**config.mk**
```make
export PLATFORM = sky130hd
export DESIGN_NAME = store_buffer
export DESIGN_NICKNAME = d
export VERILOG_FILES = /design/src/rtl/store_buffer.sv
export SDC_FILE = /design/constraint.sdc
export NUM_CORES = 1
export LEC_CHECK = 0
export CORE_UTILIZATION = 30
export CTS_CLUSTER_DIAMETER = 50
export DETAILED_ROUTE_END_ITERATION = 16
export PLACE_DENSITY_LB_ADDON = 0.3
export SKIP_LAST_GASP = 1
export SLEW_MARGIN = 5
export SYNTH_ARGS = -nofsm -noshare
export SYNTH_HDL_FRONTEND = slang
export SYNTH_SLANG_ARGS = --single-unit
export TNS_END_PERCENT = 5
```
**constraint.sdc**
```tcl
create_clock -name CLK -period 3.8 [get_ports CLK]
set_input_delay 0.76 -clock CLK [delete_from_list [all_inputs] [get_ports CLK]]
set_output_delay 0.76 -clock CLK [all_outputs]
set_load 0.02 [all_outputs]
```
**src/rtl/store_buffer.sv**
```systemverilog
// store_buffer: posted-write FIFO between the core store port and memory32.
// Latency: a store pushed on edge N is presented at the drain port from cycle N+1.
// Backpressure: out_write_ready drops when full (registered count only); stores offered while full are dropped and flagged.
//
// Ports:
//   CLK, RESET                          clock, synchronous active-high reset
//   in_write_*  / out_write_ready       core store request and acceptance
//   in_read_address / out_forward_*     word-granular read-after-write forwarding
//   out_mem_write_* / in_mem_write_ready drain of the head entry into memory32
//   out_empty, out_count, out_overflow  occupancy and sticky drop flag
module store_buffer #(
  parameter int DEPTH = 4,
  parameter int PTR_W = 2
) (
  input  logic             CLK,
  input  logic             RESET,
  input  logic             in_write_enable,
  input  logic [31:0]      in_write_address,
  input  logic [31:0]      in_write_data,
  output logic             out_write_ready,
  input  logic [31:0]      in_read_address,
  output logic             out_forward_hit,
  output logic [31:0]      out_forward_data,
  output logic             out_mem_write_enable,
  output logic [31:0]      out_mem_write_address,
  output logic [31:0]      out_mem_write_data,
  input  logic             in_mem_write_ready,
  output logic             out_empty,
  output logic [PTR_W:0]   out_count,
  output logic             out_overflow
);

  localparam logic [PTR_W:0] LP_DEPTH = (PTR_W+1)'(DEPTH);

  logic [31:0]      r_addr [DEPTH];
  logic [31:0]      r_data [DEPTH];
  logic [PTR_W-1:0] r_head;
  logic [PTR_W-1:0] r_tail;
  logic [PTR_W:0]   r_count;
  logic             r_overflow;

  logic             w_push;
  logic             w_pop;
  logic             w_drop;
  logic [PTR_W-1:0] w_idx;

  // Readiness looks only at the registered count, so a same-cycle pop
  // never makes room for a same-cycle push.
  assign out_write_ready = (r_count < LP_DEPTH);
  assign w_push = in_write_enable && out_write_ready;
  assign w_drop = in_write_enable && !out_write_ready;

  // Reset overrides everything in its cycle, including the drain strobe,
  // so memory never sees a write that the buffer is about to forget.
  assign w_pop = (r_count != '0) && in_mem_write_ready && !RESET;

  assign out_mem_write_enable  = w_pop;
  assign out_mem_write_address = r_addr[r_head];
  assign out_mem_write_data    = r_data[r_head];
  assign out_empty             = (r_count == '0);
  assign out_count             = r_count;
  assign out_overflow          = r_overflow;

  // Walk entries oldest to youngest so the last match wins, giving the
  // youngest matching store. Only registered entries are considered.
  always_comb begin
    out_forward_hit  = 1'b0;
    out_forward_data = '0;
    w_idx            = r_head;
    for (int i = 0; i < DEPTH; i++) begin
      w_idx = r_head + PTR_W'(i);
      if (((PTR_W+1)'(i) < r_count) &&
          (r_addr[w_idx][31:2] == in_read_address[31:2])) begin
        out_forward_hit  = 1'b1;
        out_forward_data = r_data[w_idx];
      end
    end
  end

  // Entry payload needs no reset; validity comes from the pointers/count.
  always_ff @(posedge CLK) begin
    if (w_push && !RESET) begin
      r_addr[r_tail] <= in_write_address;
      r_data[r_tail] <= in_write_data;
    end
  end

  always_ff @(posedge CLK) begin
    if (RESET) begin
      r_head     <= '0;
      r_tail     <= '0;
      r_count    <= '0;
      r_overflow <= 1'b0;
    end else begin
      if (w_push) r_tail <= r_tail + 1'b1;
      if (w_pop)  r_head <= r_head + 1'b1;
      if (w_push && !w_pop)      r_count <= r_count + 1'b1;
      else if (!w_push && w_pop) r_count <= r_count - 1'b1;
      if (w_drop) r_overflow <= 1'b1;
    end
  end

endmodule
```
==> metrics.md <==
| Metric | Value |
|---|---|
| CP dominant cell by count | `buf_12` |
| Total of max-cap violations | `0` |
| Data required, critical path | `3.04 ns` |
| Endpoint, Worst Hold | `out_overflow` |
| Fraction of the yosys area taken by sequential cells | `46.0%` |
| Row count | `87` |
| Outcome | `finished, violations left` |
| DIE AREA | `58100 um^2` |
| Die W | `241 um` |
| Largest net degree at the start of global routing | `86` |
| Critical Path Max Stage Delay | `0.50 ns` |
| Final nets | `1871` |
| CP max-delay cell | `a2111oi_4` |
| H-tree Lvls | `2` |
| Post-synth EDFFs | `256` |
| Synth Area in Adders | `0.657%` |
| Endpoints failing setup | `33` |
| Share of layout cells above drive strength 1 | `39.0%` |
| Max VDD drop | `0.323 mV` |
| Design Power | `14.9 mW` |
| Post-synthesis mux area share | `28.1%` |
| GPL Wtd Cong | `0.916` |
| Slew HR | `46.4%` |
| Synth Net Count | `1399` |
| XOR/XNOR Fraction of Synth Area | `5.26%` |
| Routed length per instance | `23.5 um` |
| Fraction of the cycle the final worst path needs | `124%` |
| R2r startpoint | `out_count[1]` |
| Total GRT Usage | `20.5%` |
| Via count | `13763` |
| FF-to-FF setup slack | `1.50 ns` |
| CTS clock-pin slew for the worst setup and hold paths | `0.06 ns` |
| Syn_area_per_cell | `13.3 um^2` |
| Critical path data arrival time | `3.94 ns` |
| LEAKAGE | `8.42 nW` |
| Post-synth top area share | `44.8%` |
| Iter 0 DRT Violations | `1033` |
| Worst min-delay path class | `reg -> reg` |
| CP Max Fanout | `8` |
| Total Wirelength | `59900 um` |
| Global-route wire length before repair | `88300 um` |
| Simple-gate share of the synthesized area | `5.94%` |
| Synth-to-Final Area Change | `43.3%` |
| Filler Cell Count | `5246` |
| Reg2Reg Depth | `9` |
| Residual DRC | `0` |
| I/O Buffers | `201` |
| Die Height | `241 um` |
| Compound-Gate Fraction of Synth Area | `10.1%` |
| Antenna Nets Post-Route | `0` |
| Initial Util | `30.4%` |
| Worst path top cell family by delay | `buffers and inverters` |
| Place WS | `-1.11 ns` |
| Final worst slack | `-0.898 ns` |
| CTS buffer count | `40` |
| Cell area after synthesis | `17100 um^2` |
| Non-Filler Instances | `2548` |
| Num ports | `204` |
| Critical-path cell list | `buf_12, buf_16, mux2_4, mux2i_1, xor2_1, nand4_1, a2111oi_4, buf_12, a21boi_4, buf_12, clkbuf_16, a311oi_2, buf_4` |
| Crit path launch type | `flop` |
| Synth cell types | `54` |
| Final Skew | `0.0154 ns` |
| Asr flop ratio synth | `0%` |
| CP Capture Type | `output pin` |
| Measured slew at the worst slew-check pin | `0.804 ns` |
| Initial antenna violation count | `5` |
| Hold_sp | `out_overflow` |
| Pins Over Slew Limit | `0` |
| Failing checks | `setup timing` |
| HPWL Detailed | `42800 um` |
| Setup CP Type | `reg -> out` |
| Main flop type after synthesis | `edfxtp_1` |
| Post-Syn Instances | `1290` |
| Synth Warn # | `0` |
| Hold Fails Final Rpt | `0` |
| Max clock buf depth | `3` |
| Number of global-route vias before repair | `14064` |
| Pwr Density | `607 nW/um^2` |
| Core area | `56400 um^2` |
| CTS tree | `built` |
| Post-synth top area cell | `edfxtp_1` |
| Drt pass-1 iters | `6` |
| Largest family of logic cells by synthesized area | `multiplexers` |
| Root Driver | `clkbuf_16` |
| Minimum clock period | `4.70 ns` |
| R2R Path End | `out_count[2]` |
| DP Cell Count | `2450` |
| RSZ-0062 raised after global routing | `true` |
| Sink Count | `266` |
| Max Clk Rate | `213 MHz` |
| Grt ovf | `0` |
| #FFs+latches synth | `266` |
| Synth top area cells | `edfxtp_1 (45%), mux4_2 (18%), mux2i_1 (7.0%), xnor2_1 (4.3%), mux2_2 (3.0%)` |
| Hold Crit Depth | `2` |
| Clock Latency Late Sink | `0.55 ns` |
| Average vias per placed instance | `5.40` |
| Hold_ws | `0.478 ns` |
| Critical path buffers and inverters | `6` |
==> kinds of logic (layout without fill, tap and decap cells) <==
group | Yosys count | in the layout
compound gates | 242 | 242
xor+xnor | 103 | 103
fa+ha+maj | 9 | 9
buf+inv | 150 | 651
flops | 266 | 266
mux | 303 | 303
other cells | 0 | 1
simple gates | 217 | 217
==> how the worst max path moves through the flow <==
| stage | start | to | slack (ns) | depth (start not counted) |
|---|---|---|---|---|
| 2_1_floorplan | in_read_address[13] | out_forward_data[10] | -0.13 | 9 |
| 3_3_place_gp | in_read_address[8] | out_forward_data[18] | -1.10 | 11 |
| 3_5_place_dp | in_read_address[2] | out_forward_data[18] | -1.11 | 12 |
| 4_1_cts | r_head[0] | out_forward_data[3] | -0.82 | 13 |
| 5_1_grt | r_head[0] | out_forward_data[9] | -0.95 | 13 |
| 6_report | r_head[0] | out_forward_data[6] | -0.90 | 13 |
==> cells in the final DEF (no fill, tap or decap), types with 6 or more instances in the layout <==
| cell | instances |
|---|---|
| buf_4 | 312 |
| edfxtp_1 | 256 |
| clkdlybuf4s50_1 | 168 |
| mux4_2 | 138 |
| mux2i_1 | 112 |
| xnor2_1 | 75 |
| nor2_1 | 53 |
| nand2_1 | 46 |
| a21oi_1 | 46 |
| buf_12 | 45 |
| mux2_2 | 43 |
| clkbuf_16 | 43 |
| nand3_1 | 40 |
| o21ai_0 | 38 |
| nor3_1 | 34 |
| a211oi_1 | 34 |
| o211ai_1 | 33 |
| inv_1 | 21 |
| xor2_1 | 19 |
| nand4_1 | 19 |
| a311oi_2 | 19 |
| buf_2 | 16 |
| xnor2_2 | 9 |
| o22ai_1 | 9 |
| a311oi_1 | 9 |
| ha_1 | 9 |
| mux2i_2 | 7 |
| a22o_1 | 6 |
| dfxtp_1 | 6 |
| buf_6 | 6 |
==> what timing repair did <==
action | 4_1_cts | 5_1_grt
hold buffers | 0 | 0
cloned | 4 | 2
endpoints found under the setup margin | 33 | 33
pin swaps | 8 | 9
resized for setup | 228 | 21
setup buffers | 19 | 1
==> cell type report <==
cell class              count  area, um^2  area share, %
repair buffers            558        5320           21.6
flip-flops and latches    266        7900           32.2
well taps                 756         946           3.85
clock inverters            26         304           1.24
inverters                  22        82.6          0.336
clock buffers              45        1050           4.28
multi-input cells         874        8970           36.5
diodes                      1        2.50         0.0102
==> state kept, by name, indices dropped and copies added (netlist names), named ones only <==
register	flops
out_count	3
out_overflow	1
r_addr	128
r_data	128
r_head	2
r_tail	2
==> worst reg2reg max path: stages (launching register included) <==
cell     delay, ns
dfxtp_1       0.39
inv_1         0.08
buf_4         0.14
ha_1          0.17
nand2_1       0.11
nand2_1       0.11
or2_2         0.31
ha_1          0.37
or3_1         0.37
a21oi_1       0.17
==> cell usage after synthesis (21+ instances only) <==
cell / count
o211ai_1: 33
a21oi_1: 46
edfxtp_1: 256
mux4_2: 138
xnor2_1: 84
nand3_1: 40
inv_1: 21
buf_2: 25
clkbuf_1: 76
a211oi_1: 34
o21ai_0: 38
nand2_1: 46
mux2i_1: 120
nor3_1: 35
nor2_1: 54
a311oi_1: 32
mux2_2: 45
==> through the flow <==
stage               setup TNS (ns)  util, %  cell area [um^2]
floorplan                    -3.79        -             17100
global placement            -32.55     39.9             22500
detailed placement          -33.52     39.9             22500
CTS                         -25.91     43.3             24400
global route                -29.82     43.6             24600
finish                      -27.29     43.6             24600
==> metal layers <==
| layer | wire length [um] | vias to the layer above | track usage (%) | part of all wire, % |
|---|---|---|---|---|
| li1 | - | 6171 | - | - |
| met1 | 25100 | 6931 | 27.0 | 42 |
| met2 | 29200 | 532 | 34.2 | 49 |
| met3 | 3820 | 121 | 3.57 | 6.4 |
| met4 | 1790 | 8 | 6.87 | 3.0 |
| met5 | 48 | - | 0 | 0.080 |
==> power by group <==
group	leakage, nW	switching (mW)	total (mW)	internal [mW]
Combinational	5.34	3.60	7.52	3.92
Sequential	2.41	0.165	3.63	3.46
Clock	0.666	1.41	3.77	2.35
Total	8.42	5.17	14.9	9.74
Power figures use the tool's default switching activity.
